$ cat src/rtl/sbh_cg_sequencer.sv
`default_nettype none
// =============================================================================
// Module   : sbh_cg_sequencer
// Brief    : Per-4x4-group sign-bit-hiding controller. Scans 16 levels, issues
//            one decision request under a watchdog, and emits a group record.
//            Optional statistics counters are built when SBH_SEQ_STATS_EN is defined.
// Revision : 1.0 - initial release
// =============================================================================
module sbh_cg_sequencer #(
  parameter int LEVEL_W        = 16,
  parameter int TIMEOUT_CYCLES = 8
) (
  input  logic               clk,
  input  logic               rst_n,
  input  logic               coef_valid,
  output logic               coef_ready,
  input  logic [LEVEL_W-1:0] coef_abs,
  input  logic               coef_sign,
  output logic               dec_valid_o,
  output logic [3:0]         dec_firstNZ_o,
  output logic [3:0]         dec_lastNZ_o,
  output logic               dec_parity_o,
  output logic               dec_sign_o,
  input  logic               dec_valid_i,
  input  logic               dec_needHide_i,
  output logic               grp_valid,
  input  logic               grp_ready,
  output logic               grp_needHide,
  output logic               grp_allzero,
  output logic               grp_err,
  output logic [3:0]         grp_hidePos,
  output logic [15:0]        stat_groups,
  output logic [15:0]        stat_hidden
);

  localparam int WD_W = (TIMEOUT_CYCLES > 2) ? $clog2(TIMEOUT_CYCLES) : 2;
  localparam logic [WD_W-1:0] WD_LIMIT = WD_W'(TIMEOUT_CYCLES - 1);

  typedef enum logic [1:0] {
    S_SCAN   = 2'd0,
    S_ISSUE  = 2'd1,
    S_WAIT   = 2'd2,
    S_OUTPUT = 2'd3
  } state_e;

  state_e          state_q, state_d;
  logic [3:0]      idx_q, idx_d;
  logic            nz_seen_q, nz_seen_d;
  logic            parity_q, parity_d;
  logic [3:0]      first_q, first_d;
  logic [3:0]      last_q, last_d;
  logic            sign_q, sign_d;
  logic [WD_W-1:0] wd_q, wd_d;
  logic            need_hide_q, need_hide_d;
  logic            allzero_q, allzero_d;
  logic            err_q, err_d;
  logic            coef_ready_q, coef_ready_d;
  logic            coef_nz;
  logic            accept;

  assign accept  = coef_valid && coef_ready_q;
  assign coef_nz = (coef_abs != '0);

  always_comb begin
    state_d      = state_q;
    idx_d        = idx_q;
    nz_seen_d    = nz_seen_q;
    parity_d     = parity_q;
    first_d      = first_q;
    last_d       = last_q;
    sign_d       = sign_q;
    wd_d         = wd_q;
    need_hide_d  = need_hide_q;
    allzero_d    = allzero_q;
    err_d        = err_q;
    coef_ready_d = coef_ready_q;
    dec_valid_o  = 1'b0;
    grp_valid    = 1'b0;

    case (state_q)
      S_SCAN: begin
        // coef_ready is registered so it stays low from the 16th accept onwards
        coef_ready_d = 1'b1;
        if (accept) begin
          idx_d    = idx_q + 4'd1;
          parity_d = parity_q ^ coef_abs[0];
          if (coef_nz) begin
            if (!nz_seen_q) begin
              first_d = idx_q;
            end
            nz_seen_d = 1'b1;
            last_d    = idx_q;
            sign_d    = coef_sign;
          end
          if (idx_q == 4'd15) begin
            idx_d        = 4'd0;
            coef_ready_d = 1'b0;
            need_hide_d  = 1'b0;
            if (nz_seen_q || coef_nz) begin
              state_d = S_ISSUE;
            end else begin
              state_d   = S_OUTPUT;
              allzero_d = 1'b1;
            end
          end
        end
      end

      S_ISSUE: begin
        dec_valid_o = 1'b1;
        wd_d        = '0;
        state_d     = S_WAIT;
      end

      S_WAIT: begin
        // A response in the final watchdog cycle takes priority over the abort
        if (dec_valid_i) begin
          need_hide_d = dec_needHide_i;
          state_d     = S_OUTPUT;
        end else if (wd_q == WD_LIMIT) begin
          need_hide_d = 1'b0;
          err_d       = 1'b1;
          state_d     = S_OUTPUT;
        end else begin
          wd_d = wd_q + 1'b1;
        end
      end

      S_OUTPUT: begin
        grp_valid = 1'b1;
        if (grp_ready) begin
          nz_seen_d    = 1'b0;
          parity_d     = 1'b0;
          err_d        = 1'b0;
          allzero_d    = 1'b0;
          need_hide_d  = 1'b0;
          coef_ready_d = 1'b1;
          state_d      = S_SCAN;
        end
      end

      default: begin
        state_d = S_SCAN;
      end
    endcase
  end

  always_ff @(posedge clk or negedge rst_n) begin
    if (!rst_n) begin
      state_q      <= S_SCAN;
      idx_q        <= 4'd0;
      nz_seen_q    <= 1'b0;
      parity_q     <= 1'b0;
      first_q      <= 4'd0;
      last_q       <= 4'd0;
      sign_q       <= 1'b0;
      wd_q         <= '0;
      need_hide_q  <= 1'b0;
      allzero_q    <= 1'b0;
      err_q        <= 1'b0;
      coef_ready_q <= 1'b0;
    end else begin
      state_q      <= state_d;
      idx_q        <= idx_d;
      nz_seen_q    <= nz_seen_d;
      parity_q     <= parity_d;
      first_q      <= first_d;
      last_q       <= last_d;
      sign_q       <= sign_d;
      wd_q         <= wd_d;
      need_hide_q  <= need_hide_d;
      allzero_q    <= allzero_d;
      err_q        <= err_d;
      coef_ready_q <= coef_ready_d;
    end
  end

  assign coef_ready    = coef_ready_q;
  assign dec_firstNZ_o = first_q;
  assign dec_lastNZ_o  = last_q;
  assign dec_parity_o  = parity_q;
  assign dec_sign_o    = sign_q;
  assign grp_needHide  = need_hide_q;
  assign grp_allzero   = allzero_q;
  assign grp_err       = err_q;
  assign grp_hidePos   = need_hide_q ? first_q : 4'd0;

`ifdef SBH_SEQ_STATS_EN
  logic [15:0] stat_groups_q, stat_groups_d;
  logic [15:0] stat_hidden_q, stat_hidden_d;
  logic        rec_hs;

  assign rec_hs = (state_q == S_OUTPUT) && grp_ready;

  always_comb begin
    stat_groups_d = stat_groups_q;
    stat_hidden_d = stat_hidden_q;
    if (rec_hs) begin
      if (stat_groups_q != 16'hFFFF) begin
        stat_groups_d = stat_groups_q + 16'd1;
      end
      if (need_hide_q && (stat_hidden_q != 16'hFFFF)) begin
        stat_hidden_d = stat_hidden_q + 16'd1;
      end
    end
  end

  always_ff @(posedge clk or negedge rst_n) begin
    if (!rst_n) begin
      stat_groups_q <= 16'd0;
      stat_hidden_q <= 16'd0;
    end else begin
      stat_groups_q <= stat_groups_d;
      stat_hidden_q <= stat_hidden_d;
    end
  end

  assign stat_groups = stat_groups_q;
  assign stat_hidden = stat_hidden_q;
`else
  assign stat_groups = 16'd0;
  assign stat_hidden = 16'd0;
`endif

endmodule
`default_nettype wire

$ cat config.mk
export PLATFORM = sky130hd
export DESIGN_NAME = sbh_cg_sequencer
export DESIGN_NICKNAME = d
export VERILOG_FILES = /design/src/rtl/sbh_cg_sequencer.sv
export SDC_FILE = /design/constraint.sdc
export NUM_CORES = 1
export LEC_CHECK = 0
export CORE_ASPECT_RATIO = 1.25
export CORE_UTILIZATION = 59
export CTS_BUF_LIST = sky130_fd_sc_hd__clkbuf_8
export CTS_CLUSTER_SIZE = 28
export DETAILED_ROUTE_END_ITERATION = 10
export DONT_BUFFER_PORTS = 1
export HOLD_SLACK_MARGIN = 0.12
export PLACE_DENSITY_LB_ADDON = 0.2
export SYNTH_ARGS = -nofsm -noshare
export SYNTH_HDL_FRONTEND = slang
export SYNTH_SLANG_ARGS = --single-unit
export TNS_END_PERCENT = 30
$ cat constraint.sdc
create_clock -name clk -period 2.1 [get_ports clk]
set_input_delay 0.315 -clock clk [delete_from_list [all_inputs] [get_ports clk]]
set_output_delay 0.315 -clock clk [all_outputs]
set_load 0.03 [all_outputs]
==> results.md <==
- Area Growth Syn to Fin: 0.702%
- Slew @ Worst Pin: 1.09 ns
- Worst Path Max Fanout: 4
- Most common cell in the netlist: buf_4
- Crit start category: flip-flop
- Synth cell count leaders: buf_4 (32), dfrtp_1 (24), mux2_2 (13)
- Largest net degree at the start of global routing: 25
- Critical Path, Cell by Cell: ha_1, ha_1, nor2_1, a21oi_1, nand2_1, mux2_2
- Residual DRC count: 0
- Worst R2R Setup Slack: ~0.22 ns
- Vias: roughly 1000
- R2r worst-path depth: 6
- Setup TNS: 0 ns
- Final nets: between 150 and 200
- Register area: 601 sq um
- Post-CTS Setup Inserts: 0
- Initial antenna violation count: 0
- Met2 routed WL: 1570 um
- Ys async rst share: between 90% and 100%
- Share of layout cells above drive strength 1: between 10% and 20%
- Fillers: 221
- CTS root buffer: clkbuf_8
- Period utilisation layout: around 90%
- Outcome: finished clean
- Required time worst endpoint: roughly 2.3 ns
- Chip height: between 60 and 70 um
- Fin crit period: 1.88 ns
- WL met3: 193 um
- Data arrival time of the worst path: around 2 ns
- Most used DFF post-synth: dfrtp_1
- First-pass GRT wire length: 4690 um
- Die width: 48.6 um
- Vias per Instance: about 5.6
- PortBufs: 0
- Distinct cells, synth: 39
- Max-cap violations: 0
- Cells on Worst Hold Path: 2
- WL per Instance: 15.7 um
- Synthesized area per cell: approximately 11 sq um
- Post-DP HPWL: ~2300 um
- Grt ovf: 0
- Clock Tree Buf Depth: 2
- CTS Buf Count: 3
- Max rail drop VDD: between 0.7 and 0.8 mV
- Full die area: 2930 sq um
- Synth Cell Area: approximately 1600 sq um
- CP Capture Type: flip-flop
- Yosys top cell area share: between 30% and 40%
- Top layer used by detailed routing: met4
- Post-layout total power: 2.18 mW
- Most common cell on crit path: ha_1
- Total global-route track usage: 21.1%
- Number of synthesized flops with an enable pin: 0
- Final core occ: 64.6%
- HP Class: in -> reg
- CTS tree: yes
- Worst path slowest cell: dfrtp_1
- Seq cells post-synth: 24
- Number of I/O pins: 75
- Clock transition at path regs: roughly 0.090 ns
- Post-CTS resize count: 0
- Yosys top cell by area: dfrtp_1
- Crit path kind: reg -> reg
- DRT iter0 DRCs: 30
- Slowest stage delay, CP: 0.42 ns
- Cell row count: 20
- Slew Viols, Final: 0
- Skew final: between 0.002 and 0.0025 ns
- Post-Syn Instances: 150
- Max Clk Rate: about 530 MHz
- Post-DRT Antenna Nets: 0
- Pwr Density: 1350 nW/um^2
- Initial DRT Pass Iterations: 4
- Starting Density: around 64%
- Slew HR: 27.0%
- CTS H-Tree Depth: 1
- LEAKAGE: around 0.76 nW
- Clk sink count: 24
- GP Congestion: around 0.82
- # setup viols final: 0
- Synth warn: 0
- Synth area leaders: dfrtp_1 (37%), buf_4 (15%), mux2_2 (9.1%), ha_1 (6.2%), nor4_4 (5.3%)
- M1 WL: approximately 1100 um
- Multi-input gate area: around 850 sq um
- RSZ-0062 raised after global routing: no
- Antenna Diode Count: 0
- Vias in the first global route: around 1000
- Sequential share of the synthesized area: between 30% and 40%
- Endpoints failing hold: 0
- Wirelength, routed: 2930 um
- Core area: ~2500 sq um
- Clk_lat worst skew: between 0.2 and 0.3 ns
==> report_power, final <==
group / internal (mW) / switching, mW / total, mW
Sequential: 0.630 / 0.352 / 0.982
Combinational: 0.332 / 0.454 / 0.786
Clock: 0.255 / 0.153 / 0.407
==> placed cells by master, fill, tap and decap left out, types with 4 or more instances in the layout <==
cell / synthesis / final
a21oi_1: 5 / 5
and2_1: 4 / 4
buf_4: 32 / 4
conb_1: 1 / 32
dfrtp_1: 24 / 24
ha_1: 8 / 8
inv_1: 4 / 4
mux2_2: 13 / 13
nand2_1: 6 / 6
nor4_4: 4 / 4
o21ai_0: 8 / 8
==> routing by layer <==
metal,track usage (%),vias up
met4,8.40,0
met3,5.09,6
li1,-,473
met1,23.3,514
met5,0,-
met2,39.1,50
==> stage by stage <==
stage	std cells	cell area (sq um)	setup slack, ns	hold WS [ns]
floorplan	181	1720	0.139	0.0194
global placement	182	1530	0.271	0.0199
detailed placement	182	1530	0.245	0.0199
CTS	187	1620	0.205	0.190
global route	187	1620	0.134	0.198
finish	187	1620	0.219	0.190
==> worst paths after layout <==
path                                     start                     endpoint
max                        wd_q[0]$_DFFE_PN0P_       state_q[1]$_DFFE_PN0P_
min                                  grp_ready       coef_ready$_DFFE_PN0P_
max reg2reg                wd_q[0]$_DFFE_PN0P_       state_q[1]$_DFFE_PN0P_
min reg2reg                wd_q[2]$_DFFE_PN0P_          wd_q[2]$_DFFE_PN0P_
max in group asynchronous                rst_n          wd_q[1]$_DFFE_PN0P_
min in group asynchronous                rst_n  dec_lastNZ_o[1]$_DFFE_PN0P_
==> registers in the layout, indices dropped and copies added (netlist names) <==
signal         cells
coef_ready         1
dec_firstNZ_o      4
dec_lastNZ_o       4
dec_parity_o       1
dec_sign_o         1
grp_allzero        1
grp_err            1
grp_needHide       1
idx_q              4
nz_seen_q          1
state_q            2
wd_q               3
==> cell type report <==
class / count / area share (%)
inverters: 4 / 0.930
clock buffers: 3 / 2.56
clock inverters: 1 / 1.86
flip-flops and latches: 24 / 37.2
multi-input cells: 117 / 52.4
repair buffers: 5 / 2.48
well taps: 33 / 2.56
==> timing repair <==
item                       4_1_cts  5_1_grt
hold buffers                     1        0
setup endpoints to repair        0        0
hold endpoints to repair        24        0
==> critical path: cells and delay by family, from the launching register on <==
kind | cells | cell delay, ns
AOI/OAI and AO/OA | 1 | 0.17
muxes | 1 | 0.34
adders and majority gates | 2 | 0.40
DFF | 1 | 0.42
and+or+nand+nor | 2 | 0.44
==> kinds of logic after synthesis <==
family,share of synthesized area [%]
XOR/XNOR,1.09
buffers and inverters,17.0
multiplexers,9.83
AND/OR/NAND/NOR,16.4
AO/OA/AOI/OAI,11.8
adder cells (fa/ha/maj),6.24
flip-flops,37.4
other,0.234
Note: power is estimated with default switching activity, not from simulation.
